--- src/rtl/rr_hold_arbiter.sv ---
// rr_hold_arbiter
// Round-robin arbiter with grant hold for a shared single-port resource.
// A winner owns the resource for a multi-cycle transaction until it signals
// last, drops its request, or reaches MAX_HOLD cycles of ownership. Priority
// then rotates past the released owner. A release and the next grant happen
// on the same edge, so ownership hands over without an idle gap.
module rr_hold_arbiter #(
    parameter int N        = 4,
    parameter int MAX_HOLD = 8,
    parameter int ID_W     = $clog2(N),
    parameter int CNT_W    = $clog2(MAX_HOLD)
) (
    input  logic            clk,
    input  logic            rst,
    input  logic [N-1:0]    req,
    input  logic [N-1:0]    last,
    output logic [N-1:0]    grant,
    output logic            grant_valid,
    output logic [ID_W-1:0] grant_id,
    output logic            timeout
);

    typedef enum logic {
        ST_IDLE = 1'b0,
        ST_OWN  = 1'b1
    } state_t;

    // Registered state
    state_t            state_reg,       state_next;
    logic [ID_W-1:0]   owner_reg,       owner_next;
    logic [ID_W-1:0]   ptr_reg,         ptr_next;
    logic [CNT_W-1:0]  hold_cnt_reg,    hold_cnt_next;
    logic [N-1:0]      grant_reg,       grant_next;
    logic              grant_valid_reg, grant_valid_next;
    logic [ID_W-1:0]   grant_id_reg,    grant_id_next;
    logic              timeout_reg,     timeout_next;

    // Release decode for the current owner
    logic              owner_req;
    logic              owner_last;
    logic              at_limit;
    logic              rel_last;
    logic              rel_drop;
    logic              rel_tmo;
    logic              release_now;

    // Round-robin selection
    logic [ID_W-1:0]   sel_ptr;
    logic [N-1:0]      above_ptr;
    logic [N-1:0]      req_hi;
    logic [ID_W-1:0]   hi_idx;
    logic [ID_W-1:0]   lo_idx;
    logic              hi_any;
    logic              win_any;
    logic [ID_W-1:0]   win_id;

    // Owner-side release conditions; last only counts while the owner still requests
    always_comb begin
        owner_req   = req[owner_reg];
        owner_last  = last[owner_reg];
        at_limit    = (hold_cnt_reg == CNT_W'(MAX_HOLD - 1));
        rel_last    = owner_req & owner_last;
        rel_drop    = ~owner_req;
        rel_tmo     = owner_req & ~owner_last & at_limit;
        release_now = (state_reg == ST_OWN) & (rel_last | rel_drop | rel_tmo);
    end

    // On release the outgoing owner becomes the rotation point immediately,
    // so it can only re-win when it is the sole requester.
    assign sel_ptr = (state_reg == ST_OWN) ? owner_reg : ptr_reg;

    // Requesters strictly after the pointer form the high-priority group
    generate
        for (genvar gi = 0; gi < N; gi++) begin : g_above
            assign above_ptr[gi] = (ID_W'(gi) > sel_ptr);
        end
    endgenerate

    assign req_hi = req & above_ptr;

    // Lowest-index set bit of each group; wrap-around falls to the full request vector
    always_comb begin
        hi_idx = '0;
        lo_idx = '0;
        for (int i = N - 1; i >= 0; i--) begin
            if (req_hi[i]) begin
                hi_idx = ID_W'(i);
            end
            if (req[i]) begin
                lo_idx = ID_W'(i);
            end
        end
    end

    assign hi_any  = |req_hi;
    assign win_any = |req;
    assign win_id  = hi_any ? hi_idx : lo_idx;

    // Next-state and registered-output computation
    always_comb begin
        state_next       = state_reg;
        owner_next       = owner_reg;
        ptr_next         = ptr_reg;
        hold_cnt_next    = hold_cnt_reg;
        grant_next       = grant_reg;
        grant_valid_next = grant_valid_reg;
        grant_id_next    = grant_id_reg;
        timeout_next     = 1'b0;

        if (state_reg == ST_OWN && !release_now) begin
            hold_cnt_next = hold_cnt_reg + CNT_W'(1);
        end else begin
            if (release_now) begin
                ptr_next     = owner_reg;
                timeout_next = rel_tmo;
            end
            hold_cnt_next = '0;
            if (win_any) begin
                state_next          = ST_OWN;
                owner_next          = win_id;
                grant_next          = '0;
                grant_next[win_id]  = 1'b1;
                grant_valid_next    = 1'b1;
                grant_id_next       = win_id;
            end else begin
                state_next       = ST_IDLE;
                owner_next       = '0;
                grant_next       = '0;
                grant_valid_next = 1'b0;
                grant_id_next    = '0;
            end
        end
    end

    // State and output registers; reset overrides any ownership in progress
    always_ff @(posedge clk) begin
        if (rst) begin
            state_reg       <= ST_IDLE;
            owner_reg       <= '0;
            ptr_reg         <= ID_W'(N - 1);
            hold_cnt_reg    <= '0;
            grant_reg       <= '0;
            grant_valid_reg <= 1'b0;
            grant_id_reg    <= '0;
            timeout_reg     <= 1'b0;
        end else begin
            state_reg       <= state_next;
            owner_reg       <= owner_next;
            ptr_reg         <= ptr_next;
            hold_cnt_reg    <= hold_cnt_next;
            grant_reg       <= grant_next;
            grant_valid_reg <= grant_valid_next;
            grant_id_reg    <= grant_id_next;
            timeout_reg     <= timeout_next;
        end
    end

    assign grant       = grant_reg;
    assign grant_valid = grant_valid_reg;
    assign grant_id    = grant_id_reg;
    assign timeout     = timeout_reg;

endmodule

--- config.mk ---
export PLATFORM = sky130hd
export DESIGN_NAME = rr_hold_arbiter
export DESIGN_NICKNAME = d
export VERILOG_FILES = /design/src/rtl/rr_hold_arbiter.sv
export SDC_FILE = /design/constraint.sdc
export NUM_CORES = 1
export LEC_CHECK = 0
export ABC_AREA = 1
export CORE_UTILIZATION = 49
export DETAILED_ROUTE_END_ITERATION = 10
export GPL_ROUTABILITY_DRIVEN = 0
export PLACE_DENSITY_LB_ADDON = 0.08
export SLEW_MARGIN = 20
export SYNTH_ARGS = -nofsm -noshare
export SYNTH_HDL_FRONTEND = slang
export SYNTH_SLANG_ARGS = --single-unit
--- constraint.sdc ---
create_clock -name clk -period 2.5 [get_ports clk]
set_clock_uncertainty 0.05 [all_clocks]
set_input_delay 0.5 -clock clk [delete_from_list [all_inputs] [get_ports clk]]
set_output_delay 0.5 -clock clk [all_outputs]
set_load 0.02 [all_outputs]
==> results.txt, run 1 <==
clock sinks -> 13
worst-path maximum fanout -> 6
Synth top area share -> 39.5%
drt drc -> 0
max incr delay on CP -> 0.64 ns
post-synth design cell area -> 658 um2
Setup Fix Bufs, Post-CTS -> 0
total net switching power -> 0.164 mW
cts hold-fix bufs -> 0
RSZ-0062 raised after global routing -> false
largest net degree at the start of global routing -> 8
Ys Warns -> 0
vias in the first global route -> 562
Resize count post-CTS -> 0
DRT antenna net count -> 0
Async SR Flop Fraction -> 0%
cells after synthesis -> 99
antenna violations before repair -> 0
top_reg_cell synth -> dfxtp_1
clk root buf -> clkbuf_4
CTS tree -> done
element type at the critical path end -> primary output
Placed Area -> 846 um2
Util after Layout -> 74.5%
DR vias/cell -> 4.93
Pre-antenna DRT Iters -> 4
FF+latch count, synth -> 13
Antenna diodes -> 0
Leak Pwr -> 0.433 nW
register area share after synthesis -> 39.5%
# setup viols final -> 0
Pwr Density -> 590 nW/um2
crit-path cells -> clkdlybuf4s50_1
Setup WS pre-CTS -> 0.531 ns
Die W -> 38.7 um
post-route setup slack -> 0.610 ns
CP startpoint kind -> flop
Non-Filler Instances -> 134
CTS buffer count -> 3
Setup TNS -> 0 ns
IO Port Bufs -> 17
Int Pwr -> 0.351 mW
Fill cells -> 101
I/O Pins -> 18
Worst-path clk slew -> 0.08 ns
full die area -> 1490 um2
DR iter-0 viols -> 13
first-pass GRT wire length -> 2.23 mm
Slew headroom -> 81.8%
Worst-Skew Late Latency -> 0.27 ns
Arrival @ worst endpoint -> 1.34 ns
Longest Clk Path Bufs -> 2
overflow left after global routing -> 0
kind of critical path -> flop to primary output
Flop pwr share -> 46.4%
Buf/Inv on CP -> 1
initial core utilization -> 56.2%
CP required -> 1.95 ns
Largest register FFs -> 4
# H-tree levels -> 1
period utilization -> 75.6%
Clk pwr share -> 24.4%
Pins Over Slew Limit -> 0
total number of vias -> 660
core footprint -> 1170 um2
Cell variety after synth -> 17
hpwl dp -> 1.10 mm
Gate power share -> 29.3%
CP max stage cell -> clkdlybuf4s50_1
class of the worst hold path -> flop to flop
Die Ht -> 38.7 um
VDD IR-drop max -> 356 uV
Max Fclk -> 529 MHz
Yosys top cell by area -> dfxtp_1
max_cap viols -> 0
Tot GR Track Use -> 22.4%
Synth Net Count -> 111
Placed Cells -> 130
status -> complete, no violations
Synth Area per Inst -> 6.65 um2
top-count cell post-synth -> nand2_1
drt wl/cell -> 10.5 um
flop2flop setup slack -> 1.01 ns
synth cell count leaders -> 29 x nand2_1, 17 x inv_1, 13 x dfxtp_1, 11 x nand3_1, 8 x nor2_1
Tightest Pin Transition -> 0.270 ns
final hold violation count -> 0
min cycle time layout -> 1.89 ns
post-route cell area -> 872 um2
Area Growth Syn to Fin -> 32.5%
WL final -> 1.40 mm
number of synthesized flops with an enable pin -> 0
row count -> 12
layout cells sized above 1 -> 10.8%
Layout Nets -> 133
Net Sw Frac -> 31.8%
delay-heaviest family, CP -> buffers and inverters
Area contributors post-synth -> dfxtp_1 40%, nand2_1 17%, inv_1 9.7%
-- placed cells by master (no fill, tap or decap), types with 2 or more instances in the layout --
master,netlist,layout
nand2_1,29,29
inv_1,17,17
clkdlybuf4s50_1,0,17
dfxtp_1,13,13
nand3_1,11,11
nor2_1,8,8
nand2_2,4,4
nor2_2,3,3
clkbuf_4,0,3
o211ai_1,2,2
nor3_1,2,2
o21ai_1,2,2
ha_1,2,2
-- final timing paths --
| check | startpoint | endpoint | cells past startpoint |
|---|---|---|---|
| setup / recovery | grant_valid | grant_valid | 1 |
| hold / removal | hold_cnt_reg[0] | hold_cnt_reg[0] | 1 |
| setup reg to reg | hold_cnt_reg[0] | grant[2] | 9 |
| hold reg to reg | hold_cnt_reg[0] | hold_cnt_reg[0] | 1 |
-- layout make-up --
| class | instances | area (um2) | share of cell area, % |
|---|---|---|---|
| Tap cell | 14 | 17.5 | 2.01 |
| Inverter | 19 | 72.6 | 8.32 |
| Sequential cell | 13 | 260 | 29.8 |
| Clock buffer | 4 | 26.3 | 3.01 |
| Multi-Input combinational cell | 67 | 325 | 37.3 |
| Timing Repair Buffer | 17 | 170 | 19.5 |
-- routing by layer --
metal | up-vias | wire, um | GRT usage (%)
met3 | 2 | 103 | 8.67
met5 | - | 0 | 0
li1 | 348 | - | -
met1 | 283 | 635 | 29.1
met2 | 27 | 644 | 34.6
met4 | 0 | 19 | 5.17
-- cell families (layout without fill, tap and decap cells) --
group,count (synthesis),in the layout,share of synthesized area (%)
buffers and inverters,19,40,11.0
and+or+nand+nor,59,59,40.3
adders and majority gates,2,2,3.80
DFF,13,13,39.5
AOI/OAI and AO/OA,6,6,5.32
-- metrics by stage --
| stage | hold slack, ns | total power [mW] |
|---|---|---|
| after CTS | 0.375 | 0.518 |
| after global routing | 0.389 | 0.544 |
| final | 0.369 | 0.514 |
| after floorplan | 0.349 | 0.334 |
| after detailed placement | 0.364 | 0.391 |
| after global placement | 0.360 | 0.390 |
-- power groups by stage --
| stage | registers (mW) | clock network (mW) | logic (mW) |
|---|---|---|---|
| 2_1_floorplan | 0.257 | 0 | 0.0773 |
| 3_3_place_gp | 0.243 | 0 | 0.146 |
| 3_5_place_dp | 0.243 | 0 | 0.148 |
| 4_1_cts | 0.239 | 0.129 | 0.150 |
| 5_1_grt | 0.240 | 0.139 | 0.165 |
| 6_report | 0.238 | 0.125 | 0.150 |
No activity file was read; power rests on OpenSTA's default activity.
==> run 2: changes to the inputs <==
--- a/config.mk
+++ b/config.mk
@@ -6,7 +6,7 @@
 export NUM_CORES = 1
 export LEC_CHECK = 0
 export ABC_AREA = 1
-export CORE_UTILIZATION = 49
+export CORE_UTILIZATION = 41
 export DETAILED_ROUTE_END_ITERATION = 10
 export GPL_ROUTABILITY_DRIVEN = 0
 export PLACE_DENSITY_LB_ADDON = 0.08
==> constraint.sdc (replaced) <==
create_clock -name clk -period 1.55 [get_ports clk]
set_clock_uncertainty 0.05 [all_clocks]
set_input_delay 0.31 -clock clk [delete_from_list [all_inputs] [get_ports clk]]
set_output_delay 0.31 -clock clk [all_outputs]
set_load 0.02 [all_outputs]
==> run 2 against run 1 <==
Compared with the run above: final cell count is 6.0% higher; critical path depth increased by 8; largest cell class unchanged; wire length increased by 5.3%; largest power group unchanged; hold slack better by 0.010 ns; combinational power is 64% higher; clock-buffer cell count unchanged; total power is 62% higher; highest routed layer unchanged; first-iteration DRC count fell by 7.7%; non-clock buffer count grew 6.
==> results.txt, run 2 (synthesis results as in run 1) <==
cts hold-fix bufs -> 0
Max Fclk -> 696 MHz
clock sinks -> 13
element type at the critical path end -> flop
period utilization -> 92.7%
CTS tree -> done
DR vias/cell -> 4.80
Pwr Density -> 895 nW/um2
I/O Pins -> 18
row count -> 14
Area Growth Syn to Fin -> 41.3%
kind of critical path -> input pin to flop
Antenna diodes -> 0
Util after Layout -> 61.7%
Setup WS pre-CTS -> -0.174 ns
Slew headroom -> 85.3%
layout cells sized above 1 -> 17.5%
full die area -> 1770 um2
Setup Fix Bufs, Post-CTS -> 0
post-route cell area -> 930 um2
CP Launch Point -> req[1]
most common cell after layout, fill and taps aside -> nand2_1
RR Endpoint -> grant[3]
Leak Pwr -> 0.498 nW
CP startpoint kind -> input pin
Layout Nets -> 139
status -> complete, no violations
min cycle time layout -> 1.44 ns
CP required -> 1.71 ns
Pre-antenna DRT Iters -> 4
Longest Clk Path Bufs -> 2
initial core utilization -> 43.7%
most frequent cells in the layout -> 29 x nand2_1, 17 x inv_1, 13 x dfxtp_1, 11 x nand3_1, 9 x clkdlybuf4s50_1
Placed Area -> 893 um2
Die W -> 42.1 um
largest net degree at the start of global routing -> 8
FF-to-FF Start -> hold_cnt_reg[0]
Setup crit end -> grant[3]
total number of vias -> 681
final hold violation count -> 0
depth of the most critical reg-to-reg path -> 9
vias in the first global route -> 621
Arrival @ worst endpoint -> 1.60 ns
CTS buffer count -> 3
antenna violations before repair -> 0
Tightest Pin Transition -> 0.220 ns
# H-tree levels -> 1
DR iter-0 viols -> 12
Die Ht -> 42.1 um
Tot GR Track Use -> 18.2%
Pins Over Slew Limit -> 0
Largest register FFs -> 4
class of the worst hold path -> flop to flop
core footprint -> 1510 um2
first-pass GRT wire length -> 2.51 mm
DRT antenna net count -> 0
Final Power -> 0.832 mW
drt wl/cell -> 10.4 um
IO Port Bufs -> 17
drt drc -> 0
post-route setup slack -> 0.114 ns
WL final -> 1.48 mm
clk root buf -> clkbuf_4
worst-path maximum fanout -> 6
hpwl dp -> 1.16 mm
VDD IR-drop max -> 626 uV
max_cap viols -> 0
Worst-Skew Late Latency -> 0.27 ns
# setup viols final -> 0
overflow left after global routing -> 0
flop2flop setup slack -> 0.12 ns
Worst-path clk slew -> 0.07 ns
==> run 2: worst min-delay path by stage <==
| stage | from | end | slack, ns | cells after the start |
|---|---|---|---|---|
| 5_1_grt | hold_cnt_reg[0] | hold_cnt_reg[0] | 0.41 | 1 |
| 3_3_place_gp | hold_cnt_reg[0] | hold_cnt_reg[0] | 0.36 | 1 |
| 6_report | hold_cnt_reg[0] | hold_cnt_reg[0] | 0.38 | 1 |
| 2_1_floorplan | rst | grant_valid | 0.33 | 1 |
| 3_5_place_dp | hold_cnt_reg[0] | hold_cnt_reg[0] | 0.37 | 1 |
| 4_1_cts | hold_cnt_reg[0] | hold_cnt_reg[0] | 0.38 | 1 |
==> run 2: critical path, stage by stage <==
cell and delay (ns):
clkdlybuf4s50_1 0.49, nand3_1 0.09, nand3_1 0.13, nand3_2 0.13, nor2_4 0.18, nand2_4 0.09, clkinv_2 0.07, nand2_1 0.05
nand2_1 0.06
==> run 2: repair_timing <==
action                                  4_1_cts  5_1_grt
endpoints found under the hold margin         0        0
resized for setup                             8        5
pin swaps                                     0        1
endpoints found under the setup margin        8        4
==> run 2: cell type report <==
cell class / instances / area (um2)
multi-input combinational: 67 / 345
clock buffer: 4 / 26.3
sequential: 13 / 260
tap: 16 / 20.0
fill: 154 / 577
inverter: 19 / 72.6
timing repair buffer: 23 / 205
==> run 2: per-stage QoR <==
stage               hold WS (ns)  cells  setup TNS (ns)
floorplan                  0.332     99               0
global placement           0.362    138           -1.16
detailed placement         0.374    138           -1.20
CTS                        0.385    142               0
global route               0.405    142        -0.00498
finish                     0.380    142               0
==> run 2: where the power goes <==
group          leakage (nW)  internal (mW)  switching, mW  total [mW]
Sequential            0.107          0.363         0.0208       0.384
Combinational         0.376          0.101          0.146       0.246
Clock                0.0150         0.0995          0.102       0.202
Total                 0.498          0.564          0.269       0.832
==> run 2: layer usage <==
metal / vias up / global-route usage [%] / part of all wire [%]
met5: - / 0 / 0
met4: 0 / 7.50 / 0.61
met1: 298 / 21.1 / 49
li1: 363 / - / -
met3: 2 / 3.88 / 4.6
met2: 18 / 32.2 / 46
